`config.mk`:
```
export PLATFORM = sky130hd
export DESIGN_NAME = y86_fetch_stage_flat
export DESIGN_NICKNAME = d
export VERILOG_FILES = /design/src/rtl/y86_fetch_stage_if.sv /design/src/rtl/y86_fetch_stage.sv /design/src/flat_wrapper.sv
export SDC_FILE = /design/constraint.sdc
export NUM_CORES = 1
export LEC_CHECK = 0
export CAP_MARGIN = 20
export CORE_MARGIN = 1.5
export CORE_UTILIZATION = 53
export DETAILED_ROUTE_END_ITERATION = 8
export PLACE_DENSITY = 0.88
export REMOVE_ABC_BUFFERS = 1
export SKIP_LAST_GASP = 1
export SLEW_MARGIN = 30
export SYNTH_ARGS = -nofsm -noshare
export SYNTH_HDL_FRONTEND = slang
export SYNTH_SLANG_ARGS = --single-unit
```
`constraint.sdc`:
```
create_clock -name clk -period 4.4 [get_ports clk]
set_input_delay 0.44 -clock clk [delete_from_list [all_inputs] [get_ports clk]]
set_output_delay 0.44 -clock clk [all_outputs]
set_load 0.02 [all_outputs]
```
`src/rtl/y86_fetch_stage_if.sv`:
```
// Y86 fetch stage bus: byte-wide imem read port, redirect input
// and the valid/ready bundle presented to decode.
interface y86_fetch_stage_if;
  logic        imem_req;
  logic [31:0] imem_addr;
  logic        imem_ack;
  logic [7:0]  imem_rdata;
  logic        imem_err;
  logic        pc_redirect;
  logic [31:0] pc_target;
  logic        f_valid;
  logic        d_ready;
  logic [3:0]  f_icode;
  logic [3:0]  f_ifun;
  logic [3:0]  f_rA;
  logic [3:0]  f_rB;
  logic [31:0] f_valC;
  logic [31:0] f_valP;
  logic [1:0]  f_stat;

  modport master (
    output imem_req, imem_addr,
    input  imem_ack, imem_rdata, imem_err,
    input  pc_redirect, pc_target, d_ready,
    output f_valid, f_icode, f_ifun, f_rA, f_rB,
    output f_valC, f_valP, f_stat
  );

  modport slave (
    input  imem_req, imem_addr,
    output imem_ack, imem_rdata, imem_err,
    output pc_redirect, pc_target, d_ready,
    input  f_valid, f_icode, f_ifun, f_rA, f_rB,
    input  f_valC, f_valP, f_stat
  );
endinterface

```
`src/rtl/y86_fetch_stage.sv`:
```
// Y86-32 fetch stage: byte-serial instruction fetch with one
// outstanding request and a single-entry output to decode.
module y86_fetch_stage #(
  parameter logic [31:0] RESET_PC = 32'h0000_0000
) (
  input logic clk,
  input logic rst_n,
  y86_fetch_stage_if.master bus
);

  typedef enum logic [2:0] {
    S_B0, S_B1, S_C, S_OUT, S_STOP
  } state_t;

  localparam logic [1:0] AOK = 2'd0;
  localparam logic [1:0] HLT = 2'd1;
  localparam logic [1:0] ADR = 2'd2;
  localparam logic [1:0] INS = 2'd3;

  state_t      state;
  logic [31:0] pc;
  logic        req;
  logic [31:0] addr;
  logic        valid;
  logic [3:0]  icode;
  logic [3:0]  ifun;
  logic [3:0]  ra;
  logic [3:0]  rb;
  logic [31:0] valc;
  logic [31:0] valp;
  logic [1:0]  stat;
  logic [1:0]  k;
  logic        pend;
  logic [31:0] pend_tgt;

  logic        redir;
  logic [31:0] tgt;
  logic        fetch;
  logic [3:0]  hi;
  logic [3:0]  lo;
  logic [31:0] c_off;
  logic [31:0] req_addr;
  logic [31:0] len;

  function automatic logic [31:0] ilen(
    input logic [3:0] ic
  );
    case (ic)
      4'h2, 4'h6, 4'hA, 4'hB: ilen = 32'd2;
      4'h7, 4'h8:             ilen = 32'd5;
      4'h3, 4'h4, 4'h5:       ilen = 32'd6;
      default:                ilen = 32'd1;
    endcase
  endfunction

  // A redirect pulse this cycle wins over an older pending one
  assign redir = bus.pc_redirect | pend;
  assign tgt   = bus.pc_redirect ? bus.pc_target
                                 : pend_tgt;
  assign fetch = (state == S_B0) || (state == S_B1)
              || (state == S_C);
  assign hi    = bus.imem_rdata[7:4];
  assign lo    = bus.imem_rdata[3:0];
  assign len   = ilen(hi);
  assign c_off = (icode == 4'h7 || icode == 4'h8)
               ? 32'd1 : 32'd2;

  always_comb begin
    req_addr = pc;
    unique case (state)
      S_B1:    req_addr = pc + 32'd1;
      S_C:     req_addr = pc + c_off + {30'd0, k};
      default: req_addr = pc;
    endcase
  end

  always_ff @(posedge clk or negedge rst_n) begin
    if (!rst_n) begin
      state    <= S_B0;
      pc       <= RESET_PC;
      req      <= 1'b0;
      addr     <= 32'd0;
      valid    <= 1'b0;
      icode    <= 4'h0;
      ifun     <= 4'h0;
      ra       <= 4'hF;
      rb       <= 4'hF;
      valc     <= 32'd0;
      valp     <= 32'd0;
      stat     <= AOK;
      k        <= 2'd0;
      pend     <= 1'b0;
      pend_tgt <= 32'd0;
    end else begin
      if (bus.pc_redirect) begin
        pend     <= 1'b1;
        pend_tgt <= bus.pc_target;
      end
      if (fetch) begin
        if (!req) begin
          if (redir) begin
            pc    <= tgt;
            pend  <= 1'b0;
            state <= S_B0;
          end else begin
            req  <= 1'b1;
            addr <= req_addr;
          end
        end else if (bus.imem_ack) begin
          req <= 1'b0;
          if (redir) begin
            pc    <= tgt;
            pend  <= 1'b0;
            state <= S_B0;
          end else begin
            unique case (state)
              S_B0: begin
                icode <= bus.imem_err ? 4'h0 : hi;
                ifun  <= bus.imem_err ? 4'h0 : lo;
                ra    <= 4'hF;
                rb    <= 4'hF;
                valc  <= 32'd0;
                valp  <= pc + len;
                k     <= 2'd0;
                if (bus.imem_err) begin
                  stat  <= ADR;
                  valid <= 1'b1;
                  state <= S_OUT;
                end else if (hi > 4'hB) begin
                  stat  <= INS;
                  valid <= 1'b1;
                  state <= S_OUT;
                end else if (len == 32'd1) begin
                  stat  <= (hi == 4'h0) ? HLT : AOK;
                  valid <= 1'b1;
                  state <= S_OUT;
                end else begin
                  stat  <= AOK;
                  state <= (len == 32'd5) ? S_C : S_B1;
                end
              end
              S_B1: begin
                if (bus.imem_err) begin
                  stat  <= ADR;
                  valid <= 1'b1;
                  state <= S_OUT;
                end else begin
                  ra <= hi;
                  rb <= lo;
                  if (icode == 4'h3 || icode == 4'h4
                      || icode == 4'h5) begin
                    state <= S_C;
                  end else begin
                    valid <= 1'b1;
                    state <= S_OUT;
                  end
                end
              end
              S_C: begin
                if (bus.imem_err) begin
                  stat  <= ADR;
                  valid <= 1'b1;
                  state <= S_OUT;
                end else begin
                  valc[{k, 3'b000} +: 8] <= bus.imem_rdata;
                  k <= k + 2'd1;
                  if (k == 2'd3) begin
                    valid <= 1'b1;
                    state <= S_OUT;
                  end
                end
              end
              default: ;
            endcase
          end
        end
      end else if (state == S_OUT) begin
        if (bus.d_ready) begin
          valid <= 1'b0;
          if (redir) begin
            pc    <= tgt;
            pend  <= 1'b0;
            state <= S_B0;
          end else begin
            pc    <= valp;
            state <= (stat == AOK) ? S_B0 : S_STOP;
          end
        end else if (redir) begin
          valid <= 1'b0;
          pc    <= tgt;
          pend  <= 1'b0;
          state <= S_B0;
        end
      end else if (redir) begin
        pc    <= tgt;
        pend  <= 1'b0;
        state <= S_B0;
      end
    end
  end

  assign bus.imem_req  = req;
  assign bus.imem_addr = addr;
  assign bus.f_valid   = valid;
  assign bus.f_icode   = icode;
  assign bus.f_ifun    = ifun;
  assign bus.f_rA      = ra;
  assign bus.f_rB      = rb;
  assign bus.f_valC    = valc;
  assign bus.f_valP    = valp;
  assign bus.f_stat    = stat;

endmodule
```
`src/flat_wrapper.sv`:
```
// flat-port wrapper written by rule: the top's interface ports become plain ports
module y86_fetch_stage_flat 
#(
  parameter logic [31:0] RESET_PC = 32'h0000_0000
)
  (clk, rst_n, bus_imem_req, bus_imem_addr, bus_imem_ack, bus_imem_rdata, bus_imem_err, bus_pc_redirect, bus_pc_target, bus_d_ready, bus_f_valid, bus_f_icode, bus_f_ifun, bus_f_rA, bus_f_rB, bus_f_valC, bus_f_valP, bus_f_stat);
  y86_fetch_stage_if bus_i ();
  input logic clk;
  input logic rst_n;
  output wire logic [$bits(bus_i.imem_req)-1:0] bus_imem_req;
  output wire logic [$bits(bus_i.imem_addr)-1:0] bus_imem_addr;
  input wire logic [$bits(bus_i.imem_ack)-1:0] bus_imem_ack;
  input wire logic [$bits(bus_i.imem_rdata)-1:0] bus_imem_rdata;
  input wire logic [$bits(bus_i.imem_err)-1:0] bus_imem_err;
  input wire logic [$bits(bus_i.pc_redirect)-1:0] bus_pc_redirect;
  input wire logic [$bits(bus_i.pc_target)-1:0] bus_pc_target;
  input wire logic [$bits(bus_i.d_ready)-1:0] bus_d_ready;
  output wire logic [$bits(bus_i.f_valid)-1:0] bus_f_valid;
  output wire logic [$bits(bus_i.f_icode)-1:0] bus_f_icode;
  output wire logic [$bits(bus_i.f_ifun)-1:0] bus_f_ifun;
  output wire logic [$bits(bus_i.f_rA)-1:0] bus_f_rA;
  output wire logic [$bits(bus_i.f_rB)-1:0] bus_f_rB;
  output wire logic [$bits(bus_i.f_valC)-1:0] bus_f_valC;
  output wire logic [$bits(bus_i.f_valP)-1:0] bus_f_valP;
  output wire logic [$bits(bus_i.f_stat)-1:0] bus_f_stat;
  assign bus_imem_req = bus_i.imem_req;
  assign bus_imem_addr = bus_i.imem_addr;
  assign bus_i.imem_ack = bus_imem_ack;
  assign bus_i.imem_rdata = bus_imem_rdata;
  assign bus_i.imem_err = bus_imem_err;
  assign bus_i.pc_redirect = bus_pc_redirect;
  assign bus_i.pc_target = bus_pc_target;
  assign bus_i.d_ready = bus_d_ready;
  assign bus_f_valid = bus_i.f_valid;
  assign bus_f_icode = bus_i.f_icode;
  assign bus_f_ifun = bus_i.f_ifun;
  assign bus_f_rA = bus_i.f_rA;
  assign bus_f_rB = bus_i.f_rB;
  assign bus_f_valC = bus_i.f_valC;
  assign bus_f_valP = bus_i.f_valP;
  assign bus_f_stat = bus_i.f_stat;
  y86_fetch_stage #(.RESET_PC(RESET_PC)) u_core (.clk(clk), .rst_n(rst_n), .bus(bus_i));
endmodule
```
==> impl_results.rst <==
.. list-table::
   :header-rows: 1

   * - Metric
     - Value
   * - Result of the run
     - completed
   * - CP max FO
     - 12
   * - Maximum clock skew at final layout
     - 0.00858 ns
   * - Fraction of final layout cells sized beyond drive strength 1
     - 0.0977
   * - Combinational share of power
     - 0.432
   * - Category of the critical setup timing path
     - register to register
   * - Post-place setup slack
     - 0.791 ns
   * - Number of cells on the critical path
     - 11
   * - Vias in the first global route
     - 7,814
   * - Residual antenna-violating net count after detailed routing
     - 0
   * - Met3 Resource Use GR
     - 0.0491
   * - Worst Path Required
     - 4.73 ns
   * - Delay of the slowest critical-path stage
     - 0.68 ns
   * - Clock Tree Buf Depth
     - 2
   * - Initial antenna violation count
     - 0
   * - Global-route wire length before repair
     - 41.0 mm
   * - Standard cell core area
     - 16,700 um2
   * - Slew Limit Headroom
     - 0.376
   * - Register bit count reported by yosys
     - 186
   * - GP Congestion
     - 0.919
   * - Slowest cell on crit path
     - sky130_fd_sc_hd__or4b_2
   * - Mean cell area of the mapped netlist
     - 9.73 um2
   * - Via/cell ratio
     - 6.10
   * - Die height
     - 134 um
   * - Peak VDD IR
     - 0.428 mV
   * - Overall Global Routing Usage
     - 0.291
   * - Ratio of total power to cell area
     - 702 nW/um2
   * - Root buf cell
     - sky130_fd_sc_hd__clkbuf_16
   * - Slew @ Worst Pin
     - 0.936 ns
   * - Instance count of the mapped netlist
     - 940
   * - Pre-Repair DR Iteration Count
     - 7
   * - Bufs and invs on worst path
     - 2
   * - Finished Cell Area
     - 11,400 um2
   * - Std cell rows
     - 47
   * - Clock Sinks
     - 186
   * - CP arrival
     - 3.99 ns
   * - Final Non-Filler Cells
     - 1,295
   * - Max-slew violation count
     - 0
   * - Detailed Route Iter0 Violations
     - 783
   * - Sw power
     - 0.00337 W
   * - Largest net degree at the start of global routing
     - 103
   * - Clock period minus final worst setup slack
     - 3.66 ns
   * - Start of the worst register-to-register path
     - u_core.bus.f_icode[0]
   * - Endpoint of the worst register-to-register path
     - u_core.bus.imem_addr[29]
   * - Pint
     - 0.00466 W
   * - Leakage dissipation
     - 4.67 nW
   * - Netlist Area Pre-Place
     - 9150 um2
   * - Worst min path class
     - primary input to async pin
   * - Horizontal extent of the die
     - 134 um
   * - Share of power burned in the clock network
     - 0.189
   * - Clock latency on the worst-skew pair
     - 0.44 ns
   * - Crit. End Element
     - register
   * - Setup repair after global routing missed its margin
     - no
   * - Syn-to-layout area delta
     - 25.0%
   * - Hold bufs inserted after CTS
     - 0
   * - Yosys warning total
     - 0
   * - Number of ports placed on the die boundary
     - 162
   * - Most crowded layer after global routing
     - met2
   * - Count of H-tree levels built during CTS
     - 4
   * - Remaining design rule violation count
     - 0
   * - Reg-to-reg setup timing slack
     - 0.74 ns
   * - Post-DR wirelength/cell
     - 19.3 um
   * - Fraction of the cycle the final worst path needs
     - 0.832
   * - Fillers
     - 1,255
   * - Cell family with most CP delay
     - simple AND/OR/NAND/NOR gates
   * - CTS clock-pin slew for the worst setup and hold paths
     - 0.07 ns
   * - Met2 GRT Util
     - 0.461
   * - Number of buffers inserted during clock tree synthesis
     - 17
   * - Leftover overflow at the end of global routing
     - 0
   * - Count of placed standard cells including taps
     - 1,262
   * - Top flip-flop cell by instance count after synthesis
     - sky130_fd_sc_hd__dfrtp_1
   * - Number of failing hold endpoints at the final stage
     - 0
   * - Overall via count from detail_route
     - 7,894
   * - Proportion of power drawn by flip-flops and latches
     - 0.379
   * - Capture point of the worst path
     - u_core.bus.imem_addr[29]
   * - Total of buffers placed on input and output ports
     - 161
   * - Die area
     - 18,100 um2
   * - R2R cell count
     - 11
   * - Number of nets in the layout
     - 1,124
   * - Endpoints failing setup
     - 0
   * - Top-area cell type share of the netlist area
     - 0.487
   * - ANT cells
     - 0
   * - Top achievable clock speed
     - 273 MHz
   * - Cell area after placement
     - 10,900 um2
   * - M1 GR Usage
     - 0.392
   * - Share of the core filled with cells in the final layout
     - 0.685
   * - CP cell instances
     - or4b_2 -> nand2_1 -> fa_1 -> inv_1 -> ha_1 -> inv_1 -> fa_1 -> o22a_1 -> nor4_1 -> nor2_1 -> a211o_1
   * - Cell accounting for the most synthesized area
     - sky130_fd_sc_hd__dfrtp_1
   * - Leading post-synthesis cells by cell area
     - sky130_fd_sc_hd__dfrtp_1, sky130_fd_sc_hd__nand2_1, sky130_fd_sc_hd__mux2_2, sky130_fd_sc_hd__o21ai_0, sky130_fd_sc_hd__xnor2_1
   * - Post-CTS setup buffer count
     - 0
   * - Portion of the post-synthesis area used by sequential elements
     - 0.510
   * - Switching Share
     - 0.420
   * - Clock tree from TritonCTS
     - built
   * - Async set-reset flop share out of synthesis
     - 1.00
   * - Initial standard-cell utilization of the core
     - 0.548
   * - Number of enable-type register cells in the synthesized netlist
     - 0
   * - Count of instances resized after the clock tree is built
     - 0
   * - Count of distinct cell types in the synthesized netlist
     - 64
   * - Critical path startpoint category
     - register
   * - DRT Wirelength
     - 25.0 mm
   * - Number of violations of the max-capacitance limit
     - 0
   * - Start point of the critical path
     - u_core.bus.f_icode[0]
   * - HPWL Detailed
     - 16.8 mm
   * - Final Worst Setup Slack
     - 0.741 ns
[through the flow]
step | total power [W] | setup TNS [ns] | hold WS, ns
final | 0.00803 | 0 | 0.0470
after global routing | 0.00850 | 0 | 0.117
after CTS | 0.00800 | 0 | 0.0831
after detailed placement | 0.00644 | 0 | 0.474
after floorplan | 0.00487 | -0.361 | 0.144
after global placement | 0.00632 | 0 | 0.461
[final cells by class]
cell class | count | area (um2) | share of cell area
timing repair buffer | 174 | 1730 | 0.151
clock inverter | 10 | 116 | 0.0102
multi-input combinational | 667 | 4130 | 0.361
clock buffer | 22 | 454 | 0.0397
tap | 220 | 275 | 0.0241
sequential | 186 | 4660 | 0.408
inverter | 16 | 60.1 | 0.00525
[power by group through the flow]
stage / registers (W) / logic [W] / clock network [W]
floorplan: 0.00333 / 0.00154 / 0
global placement: 0.00300 / 0.00331 / 0
detailed placement: 0.00302 / 0.00342 / 0
CTS: 0.00301 / 0.00346 / 0.00153
global route: 0.00312 / 0.00378 / 0.00160
finish: 0.00304 / 0.00347 / 0.00152
[cells by family (layout without fill, tap and decap cells)]
kind of cell,Yosys count,count (layout),share of synthesized area
compound gates,232,232,0.154
xor+xnor,48,48,0.0460
fa+ha+maj,16,16,0.0252
buf+inv,87,222,0.0387
flops,186,186,0.510
mux,37,37,0.0451
simple gates,334,334,0.181
[synthesized netlist by cell type (all sizes together), types with 21 or more instances]
cell and n:
dfrtp 178, nand2 118, nor2 86, o21ai 82, a21oi 58, clkbuf 47
xnor2 40, o22ai 37, mux2 34, a22o 24, buf 24, nand3 21
[worst min-delay path by stage]
stage,slack (ns),to
after floorplan,0.14,u_core.bus.f_icode[0]
after global placement,0.46,u_core.bus.f_ifun[1]
after detailed placement,0.47,u_core.bus.imem_addr[0]
after CTS,0.08,u_core.bus.f_ifun[0]
after global routing,0.12,u_core.bus.f_ifun[0]
final,0.05,u_core.bus.f_ifun[0]
[per-layer routing]
| layer | part of all wire | routed length [um] |
|---|---|---|
| met1 | 0.42 | 10400 |
| met2 | 0.47 | 11700 |
| met3 | 0.078 | 1940 |
| met4 | 0.038 | 955 |
| met5 | 0 | 0 |
[state kept, by name, indices dropped and copies added (netlist names)]
signal	count
u_core.bus.f_icode	4
u_core.bus.f_ifun	4
u_core.bus.f_rA	4
u_core.bus.f_rB	4
u_core.bus.f_stat	2
u_core.bus.f_valC	32
u_core.bus.f_valP	32
u_core.bus.f_valid	1
u_core.bus.imem_addr	32
u_core.bus.imem_req	1
u_core.k	2
u_core.pc	32
u_core.pend	1
u_core.pend_tgt	32
u_core.state	3
[layout by cell type, fill, tap and decap left out, types with 5 or more instances in the layout]
cell type / synthesis / final
sky130_fd_sc_hd__a21oi_1: 58 / 58
sky130_fd_sc_hd__a22o_1: 24 / 24
sky130_fd_sc_hd__a31oi_1: 6 / 6
sky130_fd_sc_hd__and2_1: 8 / 8
sky130_fd_sc_hd__and3_1: 8 / 8
sky130_fd_sc_hd__and4_1: 6 / 6
sky130_fd_sc_hd__buf_4: 0 / 11
sky130_fd_sc_hd__clkbuf_16: 0 / 17
sky130_fd_sc_hd__clkdlybuf4s50_1: 0 / 159
sky130_fd_sc_hd__dfrtp_1: 178 / 178
sky130_fd_sc_hd__dfstp_2: 8 / 8
sky130_fd_sc_hd__ha_1: 12 / 12
sky130_fd_sc_hd__inv_1: 16 / 16
sky130_fd_sc_hd__mux2_2: 34 / 34
sky130_fd_sc_hd__nand2_1: 117 / 117
sky130_fd_sc_hd__nand2b_1: 12 / 12
sky130_fd_sc_hd__nand3_1: 21 / 21
sky130_fd_sc_hd__nand4_1: 12 / 12
sky130_fd_sc_hd__nor2_1: 84 / 83
sky130_fd_sc_hd__nor3_1: 14 / 14
sky130_fd_sc_hd__nor4_1: 14 / 14
sky130_fd_sc_hd__o21ai_0: 75 / 75
sky130_fd_sc_hd__o22ai_1: 37 / 37
sky130_fd_sc_hd__o31ai_1: 5 / 5
sky130_fd_sc_hd__or4_1: 5 / 5
sky130_fd_sc_hd__xnor2_1: 40 / 40
sky130_fd_sc_hd__xor2_1: 8 / 8
[worst reg2reg max path, delay by kind of cell (launching register included)]
kind / cells / cell delay (ns)
compound gates: 2 / 0.67
fa+ha+maj: 3 / 0.99
buf+inv: 2 / 0.13
flops: 1 / 0.42
simple gates: 4 / 1.34
No activity file was read; power rests on OpenSTA's default activity.
